File: src/rtl/pwm_pkg.sv
// Shared widths, reset defaults, dead-time FSM encoding and config payload for the PWM core.
package pwm_pkg;

    localparam int unsigned CNT_W      = 16;
    localparam int unsigned DEAD_W     = 8;
    localparam int unsigned DEF_PERIOD = 1000;
    localparam int unsigned DEF_DUTY   = 500;
    localparam int unsigned DEF_DEAD   = 4;

    typedef enum logic [1:0] {
        IDLE = 2'd0,
        H_ON = 2'd1,
        DEAD = 2'd2,
        L_ON = 2'd3
    } pwm_state_e;

    typedef struct packed {
        logic [CNT_W-1:0]  period;
        logic [CNT_W-1:0]  duty;
        logic [DEAD_W-1:0] dead;
    } pwm_cfg_t;

endpackage

File: src/rtl/pwm_deadtime.sv
// Complementary gate drive from the raw compare, with a both-low gap of
// max(dead,1) i_clk cycles inserted on every side change.
module pwm_deadtime
    import pwm_pkg::*;
(
    input  logic              i_clk,
    input  logic              rst_n,
    input  logic              i_en,
    input  logic              i_raw,
    input  logic [DEAD_W-1:0] i_dead,
    output logic              o_pwm_h,
    output logic              o_pwm_l
);

    pwm_state_e        state_q, state_d;
    logic [DEAD_W-1:0] dcnt_q, dcnt_d;
    logic [DEAD_W-1:0] dead_load_c;
    logic              h_d, l_d;

    // DEAD exits when dcnt reaches zero, so load one less than the gap length
    assign dead_load_c = (i_dead == '0) ? '0 : i_dead - DEAD_W'(1);

    always_ff @(posedge i_clk or negedge rst_n) begin
        if (!rst_n) begin
            state_q <= IDLE;
            dcnt_q  <= '0;
            o_pwm_h <= 1'b0;
            o_pwm_l <= 1'b0;
        end else begin
            state_q <= state_d;
            dcnt_q  <= dcnt_d;
            o_pwm_h <= h_d;
            o_pwm_l <= l_d;
        end
    end

    always_comb begin
        state_d = state_q;
        dcnt_d  = dcnt_q;
        if (!i_en) begin
            state_d = IDLE;
            dcnt_d  = '0;
        end else begin
            unique case (state_q)
                IDLE: begin
                    state_d = DEAD;
                    dcnt_d  = dead_load_c;
                end
                H_ON: if (!i_raw) begin
                    state_d = DEAD;
                    dcnt_d  = dead_load_c;
                end
                L_ON: if (i_raw) begin
                    state_d = DEAD;
                    dcnt_d  = dead_load_c;
                end
                DEAD: begin
                    if (dcnt_q == '0) begin
                        state_d = i_raw ? H_ON : L_ON;
                    end else begin
                        dcnt_d = dcnt_q - DEAD_W'(1);
                    end
                end
                default: state_d = IDLE;
            endcase
        end
    end

    // Outputs decoded from the next state so the registers track state_q exactly
    always_comb begin
        h_d = (state_d == H_ON);
        l_d = (state_d == L_ON);
    end

endmodule

File: src/rtl/pwm_core.sv
// Single-channel PWM: tick edge detect, period counter, shadowed config
// handshake and duty compare feeding the dead-time stage.
module pwm_core
    import pwm_pkg::*;
(
    input  logic              i_clk,
    input  logic              rst_n,
    input  logic              i_tick_clk,
    input  logic              i_en,
    input  logic              i_cfg_valid,
    output logic              o_cfg_ready,
    input  logic [CNT_W-1:0]  i_period,
    input  logic [CNT_W-1:0]  i_duty,
    input  logic [DEAD_W-1:0] i_dead,
    output logic              o_pwm_h,
    output logic              o_pwm_l,
    output logic              o_period_end
);

    logic             tick_prev_q;
    logic [CNT_W-1:0] cnt_q, cnt_d;
    pwm_cfg_t         act_q, act_d;
    pwm_cfg_t         shadow_q, shadow_d;
    logic             pending_q, pending_d;
    logic             step_c, wrap_c, accept_c, raw_c;

    assign step_c   = i_tick_clk & ~tick_prev_q;
    assign wrap_c   = i_en & step_c & (act_q.period != '0)
                    & (cnt_q == act_q.period - CNT_W'(1));
    assign accept_c = i_cfg_valid & ~pending_q;
    assign raw_c    = (act_q.period != '0) & (cnt_q < act_q.duty);

    always_ff @(posedge i_clk or negedge rst_n) begin
        if (!rst_n) begin
            tick_prev_q  <= 1'b0;
            cnt_q        <= '0;
            act_q        <= '{period: CNT_W'(DEF_PERIOD), duty: CNT_W'(DEF_DUTY),
                              dead: DEAD_W'(DEF_DEAD)};
            shadow_q     <= '0;
            pending_q    <= 1'b0;
            o_cfg_ready  <= 1'b1;
            o_period_end <= 1'b0;
        end else begin
            tick_prev_q  <= i_tick_clk;
            cnt_q        <= cnt_d;
            act_q        <= act_d;
            shadow_q     <= shadow_d;
            pending_q    <= pending_d;
            o_cfg_ready  <= ~pending_d;
            o_period_end <= wrap_c;
        end
    end

    // Counter plus shadow copy; pending_q gates the copy so a same-cycle accept waits a wrap
    always_comb begin
        cnt_d     = cnt_q;
        act_d     = act_q;
        shadow_d  = shadow_q;
        pending_d = pending_q;
        if (!i_en) begin
            cnt_d = '0;
        end else if (step_c) begin
            cnt_d = (wrap_c || act_q.period == '0) ? '0 : cnt_q + CNT_W'(1);
        end
        if (pending_q && (wrap_c || !i_en)) begin
            act_d     = shadow_q;
            pending_d = 1'b0;
        end else if (accept_c) begin
            shadow_d  = '{period: i_period, duty: i_duty, dead: i_dead};
            pending_d = 1'b1;
        end
    end

    pwm_deadtime u_deadtime (
        .i_clk   (i_clk),
        .rst_n   (rst_n),
        .i_en    (i_en),
        .i_raw   (raw_c),
        .i_dead  (act_q.dead),
        .o_pwm_h (o_pwm_h),
        .o_pwm_l (o_pwm_l)
    );

endmodule
File: config.mk
export PLATFORM = sky130hd
export DESIGN_NAME = pwm_core
export DESIGN_NICKNAME = d
export VERILOG_FILES = /design/src/rtl/pwm_pkg.sv /design/src/rtl/pwm_deadtime.sv /design/src/rtl/pwm_core.sv
export SDC_FILE = /design/constraint.sdc
export NUM_CORES = 1
export LEC_CHECK = 0
export CORE_ASPECT_RATIO = 0.8
export CORE_MARGIN = 2
export CORE_UTILIZATION = 38
export DETAILED_ROUTE_END_ITERATION = 10
export SYNTH_ARGS = -nofsm -noshare
export SYNTH_HDL_FRONTEND = slang
export SYNTH_SLANG_ARGS = --single-unit
File: constraint.sdc
create_clock -name i_clk -period 3.7 [get_ports i_clk]
set_input_delay 0.925 -clock i_clk [delete_from_list [all_inputs] [get_ports i_clk]]
set_output_delay 0.925 -clock i_clk [all_outputs]
set_load 0.01 [all_outputs]
==> run_results.csv <==
group,metric,value,unit
status,status,"finished, final reports clean",
sta,finalMaxSlewViolations,0,
placed_design,dp_hpwl,9240,um
cts,cts_setup_buffers,0,
cts,holdBufCountCts,0,
placed_design,gp_congestion,0.847,
detailed_routing,vias_per_cell,5.34,
worst_setup_path,critPathMaxStageDelay,620,ps
synthesis,yosys_most_used_dff,"dfrtp_1",
synthesis,yosysMostFrequentCell,"dfrtp_1",
synthesis,async_flop_share,1.00,
die,io_pins,49,
power_and_ir_drop,sw_frac_of_total,0.322,
die,die_w,145,um
cts,cts_tree,"yes",
worst_setup_path,worstSetupPathType,"flip-flop to flip-flop",
final_layout,final_nets,642,
sta,tightest_slew,1010,ps
synthesis,syn_avg_cell_area,11.5,um2
synthesis,synth_top_area_cell,"dfrtp_1",
synthesis,syn_area,0.00605,mm2
sta,setup_viol,0,
sta,clock.fmax,295,MHz
global_route,overflow,0,
worst_setup_path,critical_path.most_common_cell,"nand2_1",
sta,rsz0062_at_grt,"false",
worst_setup_path,cp-start-kind,"flip-flop",
synthesis,yosys-top-cells-count,"dfrtp_1 (98), mux2_2 (40), mux2_4 (40)",
sta,fin_setup_tns,0,ps
power_and_ir_drop,pwr-share-seq,0.443,
global_route,grt_max_degree,56,
synthesis,ys_top_cells_by_area,"dfrtp_1 (41%), mux2_4 (9.9%), mux2_2 (7.4%)",
detailed_routing,avgRoutedWirePerCell,16.1,um
worst_setup_path,path_cells,"nor4_2 -> nand2_1 -> xnor2_1 -> nand2_1 -> or4b_1 -> nor4_4 -> o21ai_4 -> buf_4 -> mux2_4",
die,die_area,0.0170,mm2
synthesis,ys_ff_latch,112,
power_and_ir_drop,total_power,4400,uW
synthesis,ys_warn_count,0,
detailed_routing,vias,4244,
sta,finalHoldViolCount,0,
worst_setup_path,crit_family,"simple AND/OR/NAND/NOR gates",
sta,max_slew_margin,0.316,
synthesis,synth_cells,525,
final_layout,diodes,0,
power_and_ir_drop,powerDensity,616,mW/mm2
worst_setup_path,slowest_stage,"nor4_2",
global_route,grt_pass1_vias,4195,
worst_setup_path,endpoint_kind,"flip-flop",
cts,root_buffer,"clkbuf_16",
cts,ctsResizeCount,0,
global_route,grt_antenna_before_repair,0,
worst_setup_path,cp_data_required_time,3940,ps
detailed_routing,ant_nets,0,
detailed_routing,post-route-drc-count,0,
cts,cts_made_buffers,9,
sta,finalWorstSetupSlack,315,ps
cts,clockBufferDepth,2,
die,start_util,0.386,
die,fp.dieH,117,um
die,num_rows,41,
cts,clock_sinks,112,
power_and_ir_drop,power_leakage,0.00309,uW
global_route,track_usage,0.161,
final_layout,multi_input_area,0.00302,mm2
sta,skew,7.80,ps
synthesis,syn-num-nets,592,
detailed_routing,firstDrtPassIters,5,
cts,clk_pin_slew,70,ps
cts,clock_latency,360,ps
detailed_routing,wl,12800,um
power_and_ir_drop,pwr-share-comb,0.311,
power_and_ir_drop,switchingPower,1420,uW
worst_setup_path,cp_data_arrival_time,3630,ps
final_layout,layout-drive-gt1-share,0.228,
sta,period_share,0.915,
worst_setup_path,cp_max_fo,15,
cts,htree_levels,3,
worst_setup_path,crit_buf_inv,1,
synthesis,synth.distinct_cells,60,
final_layout,num-fill-cells,1478,
final_layout,seq_area,0.00282,mm2
synthesis,synth-seq-area-share,0.466,
power_and_ir_drop,power_frac_clock,0.246,
power_and_ir_drop,intPower,2980,uW
hold_path,hp-class,"flip-flop to flip-flop",
power_and_ir_drop,ir_drop,0.228,mV
synthesis,synth_edf_count,0,
synthesis,synth.top_cell.area_share,0.405,
detailed_routing,drt_iter0_drc,312,
sta,min_period,3380,ps
global_route,grt_first_pass_wirelength,21600,um
run,drv_cap,0,
placed_design,pre_cts_ws,97.1,ps
placed_design,portBuffers,48,
die,core,0.0157,mm2
final_layout,area_growth,18.0,%
[worst paths after layout]
path | to | slack, ps | start | cells after the start
min | act_q[14]$_DFFE_PN1P_ | 500 | shadow_q[14]$_DFFE_PN0P_ | 1
min reg2reg | act_q[14]$_DFFE_PN1P_ | 500 | shadow_q[14]$_DFFE_PN0P_ | 1
min in group asynchronous | shadow_q[28]$_DFFE_PN0P_ | 620 | rst_n | 1
max reg2reg | act_q[24]$_DFFE_PN0P_ | 320 | act_q[26]$_DFFE_PN0P_ | 9
max in group asynchronous | act_q[2]$_DFFE_PN1P_ | 2270 | rst_n | 2
max | act_q[24]$_DFFE_PN0P_ | 320 | act_q[26]$_DFFE_PN0P_ | 9
[sequential cells by signal, summed over array words and instances (netlist names)]
register            flops
tick_prev_q             1
u_deadtime.dcnt_q       8
u_deadtime.o_pwm_h      1
act_q                  40
u_deadtime.o_pwm_l      1
o_cfg_ready             1
pending_q               1
shadow_q               40
cnt_q                  16
u_deadtime.state_q      2
o_period_end            1
[final cells by class]
| cell class | instances | area share |
|---|---|---|
| Clock buffer | 10 | 0.0335 |
| Clock inverter | 6 | 0.0126 |
| Inverter | 31 | 0.0163 |
| Multi-Input combinational cell | 360 | 0.423 |
| Sequential cell | 112 | 0.395 |
| Tap cell | 215 | 0.0377 |
| Timing Repair Buffer | 61 | 0.0824 |
[power groups by stage]
stage | Combinational (uW) | Clock [uW] | Sequential, uW
detailed placement | 1370 | 0 | 1970
finish | 1370 | 1080 | 1950
CTS | 1380 | 1110 | 1950
floorplan | 1100 | 0 | 1840
global placement | 1320 | 0 | 1960
global route | 1520 | 1170 | 2010
[layout by cell type (no fill, tap or decap), types with 3 or more instances in the layout]
master and n:
a21oi_1 13, a31oi_1 18, nor2b_1 7, dfstp_2 14, inv_1 31, nand2b_1 7
o311ai_1 4, mux2_4 40, buf_4 13, o211ai_1 6, nand4_1 9, and3_1 7
a21o_1 5, xnor2_1 15, ha_1 22, nand3_1 21, mux2_2 40, dfrtp_1 98
nor2_1 18, xor2_1 8, clkbuf_16 9, mux2i_1 10, clkdlybuf4s50_1 47, or4_1 3
nor4_1 7, o21ai_0 8, nor3_1 18, nand2_1 24, o21ai_1 5, nor3b_1 3
and4_1 4
[cells by family after synthesis]
group                      Yosys count  share of synthesized area
muxes                               90                      0.190
adders and majority gates           22                     0.0455
AOI/OAI and AO/OA                   80                     0.0887
DFF                                112                      0.466
buffers and inverters               53                     0.0380
and+or+nand+nor                    145                      0.138
xor gates and xnor gates            23                     0.0333
[metal layers]
layer  vias to the layer above  part of all wire  GRT usage  routed length, um
met1                      2093              0.48      0.220               6190
met3                        19             0.053     0.0388                675
met4                         0             0.014     0.0582                185
li1                       2016                 -          -                  -
met5                         -                 0          0                  0
met2                       116              0.45      0.253               5760
[worst register-to-register path: stages (launching register included)]
cell and delay (ps):
dfrtp_1 470, nor4_2 620, nand2_1 260, xnor2_1 240, nand2_1 60, or4b_1 570, nor4_4 380, o21ai_4 100
buf_4 240, mux2_4 330
[per-stage QoR]
step / instance area (um2) / hold WS, ps / util / cells
3_5_place_dp: 6810 / 488 / 0.434 / 779
3_3_place_gp: 6810 / 488 / 0.434 / 779
5_1_grt: 7140 / 517 / 0.455 / 795
6_report: 7140 / 504 / 0.455 / 795
2_1_floorplan: 6050 / 471 / - / 525
4_1_cts: 7140 / 506 / 0.455 / 795
Note: power is estimated with default switching activity, not from simulation.
